--- src/rtl/conv_ctrl_pkg.sv ---
// Shared constants and state encoding for the convolution sequencer.
// CONV_ZERO_PAD_EN selects the zero-padded "same" 4x4 output variant.
package conv_ctrl_pkg;

    localparam int IMG_DIM  = 4;
    localparam int KER_DIM  = 3;
    localparam int KER_TAPS = 9;
`ifdef CONV_ZERO_PAD_EN
    localparam int OUT_DIM  = 4;
`else
    localparam int OUT_DIM  = IMG_DIM - KER_DIM + 1;
`endif

    typedef enum logic [2:0] {
        ST_IDLE,
        ST_CLEAR,
        ST_ACCUM,
        ST_WRITE,
        ST_FINISH
    } state_t;

endpackage

--- src/rtl/conv_tap_step_counter.sv ---
// Kernel tap stepper: row-major 0..8 index with split kernel row/column and terminal flag.
module conv_tap_step_counter
    import conv_ctrl_pkg::*;
(
    input  logic       clk,
    input  logic       reset_n,
    input  logic       clr,
    input  logic       en,
    output logic [3:0] idx,
    output logic [1:0] kr,
    output logic [1:0] kc,
    output logic       last
);

    assign last = (idx == 4'(KER_TAPS - 1));

    // Row and column are tracked alongside the index so no divider is needed.
    always_ff @(posedge clk) begin
        if (!reset_n || clr) begin
            idx <= '0;
            kr  <= '0;
            kc  <= '0;
        end else if (en) begin
            idx <= last ? 4'd0 : idx + 4'd1;
            if (kc == 2'(KER_DIM - 1)) begin
                kc <= '0;
                kr <= (kr == 2'(KER_DIM - 1)) ? 2'd0 : kr + 2'd1;
            end else begin
                kc <= kc + 2'd1;
            end
        end
    end

endmodule

--- src/rtl/conv_seq_ctrl.sv ---
// Convolution pass sequencer: CLEAR, 9-tap ACCUM and WRITE per output pixel, then FINISH.
// Define CONV_ZERO_PAD_EN for the zero-padded 4x4 "same" output.
module conv_seq_ctrl
    import conv_ctrl_pkg::*;
(
    input  logic       clk,
    input  logic       reset_n,
    input  logic       start,
    input  logic       out_ready,
    output logic [1:0] pix_row,
    output logic [1:0] pix_col,
    output logic       pix_zero,
    output logic [3:0] ker_idx,
    output logic       mac_clr,
    output logic       mac_en,
    output logic       out_we,
    output logic [3:0] out_idx,
    output logic       busy,
    output logic       done
);

    state_t     state;
    logic [1:0] out_row;
    logic [1:0] out_col;
    logic [3:0] tap_idx;
    logic [1:0] tap_kr;
    logic [1:0] tap_kc;
    logic       tap_last;
    logic       pos_last;
    logic       in_accum;

    conv_tap_step_counter u_tap (
        .clk     (clk),
        .reset_n (reset_n),
        .clr     (state == ST_CLEAR),
        .en      (state == ST_ACCUM),
        .idx     (tap_idx),
        .kr      (tap_kr),
        .kc      (tap_kc),
        .last    (tap_last)
    );

    assign pos_last = (out_row == 2'(OUT_DIM - 1)) && (out_col == 2'(OUT_DIM - 1));
    assign in_accum = (state == ST_ACCUM);

    // NOTE: sequential state uses non-blocking assignments only, and reset is sampled
    // on the clock edge so every register (including the strobes) clears together.
    always_ff @(posedge clk) begin
        if (!reset_n) begin
            state   <= ST_IDLE;
            out_row <= '0;
            out_col <= '0;
            mac_clr <= 1'b0;
            mac_en  <= 1'b0;
            out_we  <= 1'b0;
            busy    <= 1'b0;
            done    <= 1'b0;
        end else begin
            case (state)
                ST_IDLE: begin
                    if (start) begin
                        state   <= ST_CLEAR;
                        out_row <= '0;
                        out_col <= '0;
                        mac_clr <= 1'b1;
                        busy    <= 1'b1;
                    end
                end
                ST_CLEAR: begin
                    state   <= ST_ACCUM;
                    mac_clr <= 1'b0;
                    mac_en  <= 1'b1;
                end
                ST_ACCUM: begin
                    if (tap_last) begin
                        state  <= ST_WRITE;
                        mac_en <= 1'b0;
                        out_we <= 1'b1;
                    end
                end
                ST_WRITE: begin
                    // Position only moves once the sink accepts, so OUT_IDX holds during a stall.
                    if (out_ready) begin
                        out_we <= 1'b0;
                        if (pos_last) begin
                            state <= ST_FINISH;
                            done  <= 1'b1;
                        end else begin
                            state   <= ST_CLEAR;
                            mac_clr <= 1'b1;
                            if (out_col == 2'(OUT_DIM - 1)) begin
                                out_col <= '0;
                                out_row <= out_row + 2'd1;
                            end else begin
                                out_col <= out_col + 2'd1;
                            end
                        end
                    end
                end
                ST_FINISH: begin
                    state <= ST_IDLE;
                    done  <= 1'b0;
                    busy  <= 1'b0;
                end
                default: begin
                    state   <= ST_IDLE;
                    mac_clr <= 1'b0;
                    mac_en  <= 1'b0;
                    out_we  <= 1'b0;
                    busy    <= 1'b0;
                    done    <= 1'b0;
                end
            endcase
        end
    end

    assign ker_idx = in_accum ? tap_idx : 4'd0;
    assign out_idx = out_we ? 4'(out_row) * 4'(OUT_DIM) + 4'(out_col) : 4'd0;

`ifdef CONV_ZERO_PAD_EN
    logic [2:0] row_sum;
    logic [2:0] col_sum;
    logic [2:0] row_adj;
    logic [2:0] col_adj;
    logic       outside;

    // NOTE: every always_comb output gets a default first so no latch is inferred.
    always_comb begin
        row_sum  = {1'b0, out_row} + {1'b0, tap_kr};
        col_sum  = {1'b0, out_col} + {1'b0, tap_kc};
        row_adj  = row_sum - 3'd1;
        col_adj  = col_sum - 3'd1;
        // A sum of 0 or above IMG_DIM means the shifted tap falls off the image edge.
        outside  = (row_sum == 3'd0) || (row_sum > 3'(IMG_DIM)) ||
                   (col_sum == 3'd0) || (col_sum > 3'(IMG_DIM));
        pix_zero = in_accum && outside;
        pix_row  = (in_accum && !outside) ? row_adj[1:0] : 2'd0;
        pix_col  = (in_accum && !outside) ? col_adj[1:0] : 2'd0;
    end
`else
    assign pix_zero = 1'b0;
    assign pix_row  = in_accum ? out_row + tap_kr : 2'd0;
    assign pix_col  = in_accum ? out_col + tap_kc : 2'd0;
`endif

endmodule

--- config.mk ---
export PLATFORM = sky130hd
export DESIGN_NAME = conv_seq_ctrl
export DESIGN_NICKNAME = d
export VERILOG_FILES = /design/src/rtl/conv_ctrl_pkg.sv /design/src/rtl/conv_tap_step_counter.sv /design/src/rtl/conv_seq_ctrl.sv
export SDC_FILE = /design/constraint.sdc
export NUM_CORES = 1
export LEC_CHECK = 0
export CAP_MARGIN = 30
export CORE_MARGIN = 1
export CORE_UTILIZATION = 54
export CTS_CLUSTER_DIAMETER = 200
export CTS_CLUSTER_SIZE = 8
export DETAILED_ROUTE_END_ITERATION = 8
export GPL_ROUTABILITY_DRIVEN = 0
export PLACE_DENSITY = 0.82
export SLEW_MARGIN = 25
export SYNTH_ARGS = -nofsm -noshare
export SYNTH_HDL_FRONTEND = slang
export SYNTH_SLANG_ARGS = --single-unit
export TNS_END_PERCENT = 50
--- constraint.sdc ---
create_clock -name clk -period 3.2 [get_ports clk]
set_input_delay 0.32 -clock clk [delete_from_list [all_inputs] [get_ports clk]]
set_output_delay 0.32 -clock clk [all_outputs]
set_load 0.005 [all_outputs]
==> results of run 1 <==
power groups by stage:
| stage | sequential (uW) | clock, uW | combinational [uW] |
|---|---|---|---|
| floorplan | 302 | 0 | 156 |
| global placement | 326 | 0 | 181 |
| detailed placement | 330 | 0 | 186 |
| CTS | 324 | 144 | 187 |
| global route | 330 | 158 | 206 |
| finish | 325 | 141 | 185 |
logic make-up (layout without fill, tap and decap cells):
| group | Yosys count | in the layout | share of synthesized area |
|---|---|---|---|
| xor+xnor | 2 | 2 | 0.0151 |
| other cells | 1 | 1 | 0.00324 |
| compound gates | 29 | 29 | 0.156 |
| buf+inv | 14 | 31 | 0.0530 |
| fa+ha+maj | 7 | 7 | 0.0757 |
| simple gates | 65 | 65 | 0.325 |
| flops | 20 | 20 | 0.346 |
| mux | 3 | 3 | 0.0259 |
cell usage in the layout (no fill, tap or decap), drive strengths merged, types with 4 or more instances in the layout:
cell type      netlist  routed
o21ai                7       7
inv                  6       6
nand2               14      14
clkdlybuf4s50        0      20
a21oi               13      13
ha                   7       7
dfxtp               20      20
clkbuf               5       4
and2                10      10
nand2b               5       5
nor2                 8       8
per-layer routing:
metal	up-vias	wire length, microns
met5	-	0
met4	0	15
met3	2	50
met2	15	1070
met1	465	1080
li1	530	-
worst paths after layout:
| check | from | to | slack (ns) | cells past startpoint |
|---|---|---|---|---|
| worst max-delay path | state[1]$_SDFFE_PN0P_ | pix_row[1] | 0.53 | 3 |
| worst min-delay path | busy$_SDFFE_PN0P_ | busy$_SDFFE_PN0P_ | 0.50 | 2 |
| worst max register to register | state[1]$_SDFFE_PN0P_ | u_tap.idx[3]$_SDFFE_PP0P_ | 1.12 | 3 |
| worst min register to register | busy$_SDFFE_PN0P_ | busy$_SDFFE_PN0P_ | 0.50 | 2 |
per-stage QoR:
step / utilization / instances / instance area [sq um] / power, uW / hold WS [ns]
after floorplan: - / 141 / 1160 / 458 / 0.459
after global placement: 0.686 / 181 / 1360 / 507 / 0.465
after detailed placement: 0.686 / 181 / 1360 / 516 / 0.469
after CTS: 0.705 / 185 / 1400 / 655 / 0.499
after global routing: 0.705 / 185 / 1400 / 693 / 0.529
final: 0.705 / 185 / 1400 / 651 / 0.496
registers in the layout (all words and copies together), names as in the netlist:
| name | count |
|---|---|
| done | 1 |
| mac_en | 1 |
| busy | 1 |
| out_row | 2 |
| state | 3 |
| u_tap.kr | 2 |
| out_col | 2 |
| u_tap.idx | 4 |
| mac_clr | 1 |
| out_we | 1 |
| u_tap.kc | 2 |
layout make-up:
| class | count | area share |
|---|---|---|
| Clock buffer | 4 | 0.0260 |
| Inverter | 6 | 0.0161 |
| Multi-Input combinational cell | 107 | 0.498 |
| Sequential cell | 20 | 0.287 |
| Tap cell | 27 | 0.0242 |
| Timing Repair Buffer | 21 | 0.149 |
worst reg2reg max path: cells and delay by family (launching register included):
family | cells | cell delay, ns
AO/OA/AOI/OAI | 1 | 0.16
flip-flops | 1 | 0.65
AND/OR/NAND/NOR | 2 | 1.21
==> impl_metrics.csv, run 1 <==
group,metric,value,unit
outcome,status,"finished clean",
cts,clock_sinks,20,
synth,async_flop_share,0,
final_layout,multi_input_area,696,sq um
place,pre_cts_slack,0.863,ns
grt,grt_pass1_wl,3370,microns
power_and_ir_drop,irDropWorstVdd,333,uV
timing,fin_crit,2.67,ns
power_and_ir_drop,power.switching,216,uW
timing,tns,0,ns
timing,slew_viol_final,0,
timing,tightest_slew,0.584,ns
routing,vias,1012,
power_and_ir_drop,power_density,467,mW/mm^2
synth,synth_top_cell_area_share,0.346,
critical_path,critical_path_arrival,2.35,ns
grt,use_met3,0.0444,
timing,fmax,0.375,GHz
floorplan,io_pins,22,
grt,grt_max_degree,20,
timing,setup_viol,0,
power_and_ir_drop,clockPowerShare,0.217,
final_layout,drive_above_1_share,0.0443,
critical_path,startpoint_type,"register",
grt,grt.met1_usage,0.275,
timing,post-route-worst-setup-slack,0.530,ns
grt,antenna_found_initial,0,
critical_path,end_kind,"primary output",
grt,grt_util_all_layers,0.206,
cts,cts_tree,"done",
synth,yosysWarnings,0,
timing,finClkSkew,0.00187,ns
synth,yosys_most_used_dff,"dfxtp_1",
critical_path,crit_buf_inv,1,
power_and_ir_drop,leakagePower,0.000525,uW
floorplan,core,0.00198,sq mm
grt,grt_pass1_vias,799,
floorplan,die_area,0.00233,sq mm
routing,wire_per_inst,12.0,microns
synth,syn_nets,152,
critical_path,crit_chain,"or3b_1, nor3_1, clkdlybuf4s50_1",
cts,holdBufCountCts,0,
critical_path,required,2.88,ns
routing,drc,0,
power_and_ir_drop,intPower,435,uW
floorplan,initial_utilization,0.584,
place,portBuffers,20,
final_layout,layout.area.seq,400,sq um
routing,drt_iter0_drc,17,
critical_path,cpLargestDelayFamily,"simple AND/OR/NAND/NOR gates",
synth,synth_common_cells,"20 x dfxtp_1, 14 x nand2_1, 13 x a21oi_1",
cts,cts.clk_slew.worst_paths,0.11,ns
timing,hold_viol,0,
grt,top_usage_layer,"met2",
routing,ant_nets,0,
timing,relSlewSlack,0.608,
synth,syn_area,0.00116,sq mm
critical_path,crit_type,"register to primary output",
run,max-cap-violations,0,
cts,cts_setup_buffers,0,
timing,rsz0062_at_grt,"false",
cts,post_cts_resize_count,0,
synth,syn_area_per_cell,8.21,sq um
synth,ys_top_cells_by_area,"dfxtp_1 35%, ha_1 7.6%, a21oi_1 5.6%, and2_1 5.4%, nand2_1 4.5%",
routing,routed_via_density,5.47,
final_layout,syn_to_final_growth,20.6,%
place,hpwl,1680,microns
floorplan,dieWidth,48.3,microns
synth,synthCells,141,
hold_path,hold_class,"register to register",
cts,insertion_delay,0.29,ns
grt,grt_overflow,0,
cts,numCtsBuffers,3,
synth,yosysUniqueCellTypes,37,
power_and_ir_drop,comb_power_share,0.285,
cts,clockBufferDepth,2,
floorplan,die_height,48.3,microns
synth,yosys.area.top_type,"dfxtp_1",
synth,synth_most_common_cell,"dfxtp_1",
final_layout,n_antenna_cell,0,
routing,wl,2210,microns
routing,first_pass_iters,4,
power_and_ir_drop,seqPwrFrac,0.499,
cts,htree_levels,1,
final_layout,n_fill_cell,168,
synth,ys_ff_latch,20,
critical_path,cp_max_fo,19,
final_layout,final_nets,170,
synth,yosysSeqAreaShare,0.346,
critical_path,cpMaxStageDelayCell,"dfxtp_1",
timing,finalCritPeriodShare,0.834,
floorplan,fp-row-count,16,
power_and_ir_drop,swShare,0.332,
synth,synth-edff-count,0,
cts,cts_root_buf,"clkbuf_4",
grt,global_route.usage.met2,0.331,
critical_path,critPathMaxStageDelay,0.65,ns
(Power assumes the default switching activity.)
==> run 2, diff against run 1 <==
Settings changed: CORE_UTILIZATION 54 to 51, PLACE_DENSITY 0.82 to 0.79.
Clock period 3.2 ns to 2.79 ns, I/O delays scaled along.
==> run 2 against run 1 <==
Effect of this change: sequential power rose by 15%; via count rose by 3.2%; total power rose by 16%; cell count did not move; core utilization fell by 2.0 points; critical path type unchanged; non-clock buffer count did not move; flip-flop and latch count did not move; sequential share of layout area rose by 0.064 points; register-to-register slack got worse by 0.27 ns; critical path depth did not move.
==> impl_metrics.csv, run 2 (synthesis results as in run 1) <==
group,metric,value,unit
grt,grt_pass1_wl,4080,microns
cts,htree_levels,1,
final_layout,reg_top3,"u_tap.idx (4), state (3)",
timing,finalCritPeriodShare,0.899,
cts,cts.clk_slew.worst_paths,0.11,ns
timing,post-route-worst-setup-slack,0.283,ns
timing,hold_viol,0,
floorplan,io_pins,22,
timing,fmax,0.399,GHz
timing,relSlewSlack,0.583,
floorplan,die_area,0.00246,sq mm
grt,grt_max_degree,20,
run,max-cap-violations,0,
critical_path,crit_chain,"or3b_1, nor3_1, clkdlybuf4s50_1",
cts,numCtsBuffers,3,
timing,setup_viol,0,
final_layout,n_fill_cell,173,
final_layout,n_antenna_cell,0,
power_and_ir_drop,irDropWorstVdd,389,uV
critical_path,end_kind,"primary output",
cts,clockBufferDepth,2,
hold_path,hold_class,"register to register",
place,hpwl,1690,microns
routing,routed_via_density,5.64,
final_layout,instances_no_fill,185,
cts,insertion_delay,0.30,ns
grt,antenna_found_initial,0,
cts,clock_sinks,20,
floorplan,initial_utilization,0.567,
critical_path,crit_type,"register to primary output",
timing,fin_crit,2.51,ns
place,pre_cts_slack,0.493,ns
place,portBuffers,20,
final_layout,final_nets,170,
timing,slew_viol_final,0,
cts,cts_root_buf,"clkbuf_4",
final_layout,syn_to_final_growth,20.8,%
floorplan,fp-row-count,16,
routing,drc,0,
final_layout,final_common_cell,"clkdlybuf4s50_1",
power_and_ir_drop,total_power,756,uW
floorplan,dieWidth,49.6,microns
timing,tns,0,ns
floorplan,die_height,49.6,microns
grt,grt_overflow,0,
routing,wire_per_inst,12.8,microns
critical_path,critical_path_arrival,2.23,ns
timing,tightest_slew,0.621,ns
critical_path,cpMaxStageDelayCell,"or3b_1",
place,placed_cells,181,
critical_path,critPathMaxStageDelay,0.63,ns
routing,wl,2370,microns
final_layout,largest_reg_flops,4,
cts,cts_tree,"done",
floorplan,core,0.00204,sq mm
outcome,status,"finished clean",
final_layout,multi_input_area,696,sq um
power_and_ir_drop,power_density,541,mW/mm^2
routing,ant_nets,0,
cts,holdBufCountCts,0,
timing,finClkSkew,0.000779,ns
final_layout,largest-register,"u_tap.idx",
routing,drt_iter0_drc,21,
grt,grt_util_all_layers,0.219,
final_layout,drive_above_1_share,0.0506,
critical_path,cp_max_fo,19,
cts,cts_setup_buffers,0,
timing,rsz0062_at_grt,"false",
routing,first_pass_iters,4,
critical_path,required,2.51,ns
final_layout,mostFrequentLayoutCells,"20 x clkdlybuf4s50_1, 19 x dfxtp_1, 14 x nand2_1",
final_layout,layout.area.seq,402,sq um
final_layout,final_util,0.684,
grt,grt_pass1_vias,904,
routing,vias,1044,
critical_path,startpoint_type,"register",
power_and_ir_drop,leakagePower,0.000525,uW
==> run 2: cell types whose count changed in the layout (fill, tap and decap cells not counted) <==
cell	before	now
dfxtp_2	0	1
dfxtp_1	20	19
==> run 2: repair_timing <==
action / in CTS / in global routing
resized for setup: 0 / 1
endpoints found under the setup margin: 0 / 2
hold endpoints to repair: 0 / 0
==> run 2: metrics by stage <==
| step | hold WS [ns] | area (sq um) |
|---|---|---|
| 2_1_floorplan | 0.418 | 1160 |
| 3_3_place_gp | 0.466 | 1360 |
| 3_5_place_dp | 0.460 | 1360 |
| 4_1_cts | 0.483 | 1400 |
| 5_1_grt | 0.541 | 1400 |
| 6_report | 0.478 | 1400 |
==> run 2: worst max-delay path: cells and delay by family (launching register included) <==
kind | cells | cell delay (ns)
buffers and inverters | 1 | 0.52
flip-flops | 1 | 0.51
AND/OR/NAND/NOR | 2 | 0.89
==> run 2: cell type report <==
cell class                 instances  area share
multi-input combinational        107       0.498
clock buffer                       4      0.0260
timing repair buffer              21       0.149
sequential                        20       0.287
tap                               27      0.0242
inverter                           6      0.0161
==> run 2: final timing paths <==
kind | cells after the start | slack, ns | endpoint | startpoint
setup / recovery | 3 | 0.28 | pix_row[1] | state[1]$_SDFFE_PN0P_
hold reg to reg | 2 | 0.48 | busy$_SDFFE_PN0P_ | busy$_SDFFE_PN0P_
hold / removal | 2 | 0.48 | busy$_SDFFE_PN0P_ | busy$_SDFFE_PN0P_
setup reg to reg | 3 | 0.85 | u_tap.idx[3]$_SDFFE_PP0P_ | state[1]$_SDFFE_PN0P_
==> run 2: per-layer routing <==
metal	global-route usage	part of all wire
met5	0	0
met4	0.114	0.018
met3	0.0216	0.023
met2	0.390	0.51
met1	0.255	0.45
==> run 2: where the power goes <==
group          switching (uW)  internal [uW]
Clock                    91.3           79.7
Combinational             109            103
Sequential               55.7            318
Total                     256            500
==> run 3, diff against run 2 <==
Settings changed: GPL_TIMING_DRIVEN set to 0.
==> run 3 against run 2 <==
Effect of this change: sequential power fell by 7.5%; clock power rose by 44%; die area did not move; setup slack got worse by 0.11 ns; combinational power rose by 23%; first-iteration DRC count fell by 43%; clock skew rose by 0.0092 ns.
==> impl_metrics.csv, run 3 (synthesis results as in run 1) <==
group,metric,value,unit
grt,grt_util_all_layers,0.229,
routing,wire_per_inst,13.0,microns
floorplan,die_height,49.6,microns
floorplan,fp-row-count,16,
grt,antenna_found_initial,0,
power_and_ir_drop,power_density,588,mW/mm^2
timing,fin_crit,2.61,ns
floorplan,io_pins,22,
cts,post_cts_resize_count,0,
floorplan,dieWidth,49.6,microns
grt,use_met3,0.0370,
cts,insertion_delay,0.32,ns
grt,grt_overflow,0,
critical_path,critPathMaxStageDelay,0.52,ns
routing,drt_iter0_drc,12,
critical_path,critical_path_arrival,2.33,ns
final_layout,mostFrequentLayoutCells,"20 x dfxtp_1, 20 x clkdlybuf4s50_1, 14 x nand2_1",
final_layout,largest_reg_flops,4,
place,portBuffers,20,
routing,routed_via_density,5.64,
routing,wl,2490,microns
cts,holdBufCountCts,0,
final_layout,syn_to_final_growth,25.2,%
routing,vias,1082,
cts,cts_setup_buffers,0,
critical_path,startpoint_type,"register",
final_layout,final_nets,177,
timing,tightest_slew,0.639,ns
run,max-cap-violations,0,
final_layout,drive_above_1_share,0.0606,
timing,hold_viol,0,
final_layout,reg_top3,"u_tap.idx (4), state (3)",
final_layout,n_antenna_cell,0,
timing,relSlewSlack,0.571,
critical_path,cpLargestDelayFamily,"buffers and inverters",
grt,grt_max_degree,13,
critical_path,end_kind,"primary output",
timing,holdWs,0.492,ns
floorplan,core,0.00204,sq mm
critical_path,crit_type,"register to primary output",
cts,numCtsBuffers,3,
grt,global_route.usage.met2,0.369,
power_and_ir_drop,leakagePower,0.000549,uW
critical_path,crit_chain,"buf_4, or3b_1, buf_2, clkbuf_1, nor3_1, clkdlybuf4s50_1",
final_layout,multi_input_area,701,sq um
grt,top_usage_layer,"met2",
timing,slew_viol_final,0,
grt,grt_pass1_vias,972,
power_and_ir_drop,total_power,852,uW
timing,setup_viol,0,
place,hpwl,1810,microns
cts,cts_tree,"done",
routing,drc,0,
critical_path,cpMaxStageDelayCell,"clkdlybuf4s50_1",
floorplan,initial_utilization,0.567,
cts,htree_levels,1,
hold_path,hold_class,"register to register",
final_layout,layout.area.seq,400,sq um
cts,cts.clk_slew.worst_paths,0.13,ns
final_layout,n_fill_cell,172,
floorplan,die_area,0.00246,sq mm
routing,first_pass_iters,5,
timing,finalCritPeriodShare,0.936,
cts,clockBufferDepth,2,
critical_path,required,2.51,ns
timing,rsz0062_at_grt,"false",
power_and_ir_drop,irDropWorstVdd,406,uV
grt,grt.met1_usage,0.298,
final_layout,instances_no_fill,192,
final_layout,largest-register,"u_tap.idx",
routing,ant_nets,0,
timing,tns,0,ns
cts,clock_sinks,20,
cts,cts_root_buf,"clkbuf_4",
critical_path,cp_max_fo,10,
outcome,status,"finished clean",
place,placed_cells,188,
grt,grt_pass1_wl,4280,microns
timing,finClkSkew,0.0100,ns
critical_path,crit_buf_inv,4,
timing,fmax,0.383,GHz
[run 3: cell types whose count changed in the layout (fill, tap and decap cells not counted), sizes merged]
cell | before | now
bufinv | 0 | 1
buf | 1 | 3
clkbuf | 4 | 8
[run 3: worst register-to-register path, cell delays in order, from the launching register on]
cell and delay, ns:
dfxtp_1 0.34, buf_4 0.15, or3b_1 0.34, buf_2 0.17, or4b_1 0.51, a31oi_1 0.17
[run 3: power breakdown]
part           leakage, uW  internal (uW)  switching, uW
registers         0.000162            317           29.2
clock network    0.0000279            146            100
logic             0.000359            113            147
total             0.000549            576            276
[run 3: per-stage QoR]
stage          area, sq um  utilization  worst slack (ns)
6_report              1450        0.710             0.177
3_5_place_dp          1390        0.681             0.547
4_1_cts               1440        0.707             0.175
2_1_floorplan         1160            -              1.18
5_1_grt               1450        0.710            0.0546
3_3_place_gp          1390        0.681             0.540
[run 3: routing by layer]
layer / routed length (microns) / up-vias
met4: 38 / 0
met3: 63 / 3
met5: 0 / -
met2: 1180 / 23
met1: 1210 / 512
li1: - / 544
[run 3: worst paths after layout]
kind	from	to	slack, ns	cells past startpoint
min reg2reg	done$_SDFFE_PN0P_	done$_SDFFE_PN0P_	0.49	2
min	done$_SDFFE_PN0P_	done$_SDFFE_PN0P_	0.49	2
max	state[1]$_SDFFE_PN0P_	pix_row[1]	0.18	6
max reg2reg	state[1]$_SDFFE_PN0P_	u_tap.idx[3]$_SDFFE_PP0P_	1.05	5
[run 3: final cells by class]
| class | instances | area share |
|---|---|---|
| Buffer | 8 | 0.0268 |
| Clock buffer | 3 | 0.0155 |
| Clock inverter | 1 | 0.0207 |
| Inverter | 6 | 0.0155 |
| Multi-Input combinational cell | 107 | 0.484 |
| Sequential cell | 20 | 0.276 |
| Tap cell | 27 | 0.0233 |
| Timing Repair Buffer | 20 | 0.138 |
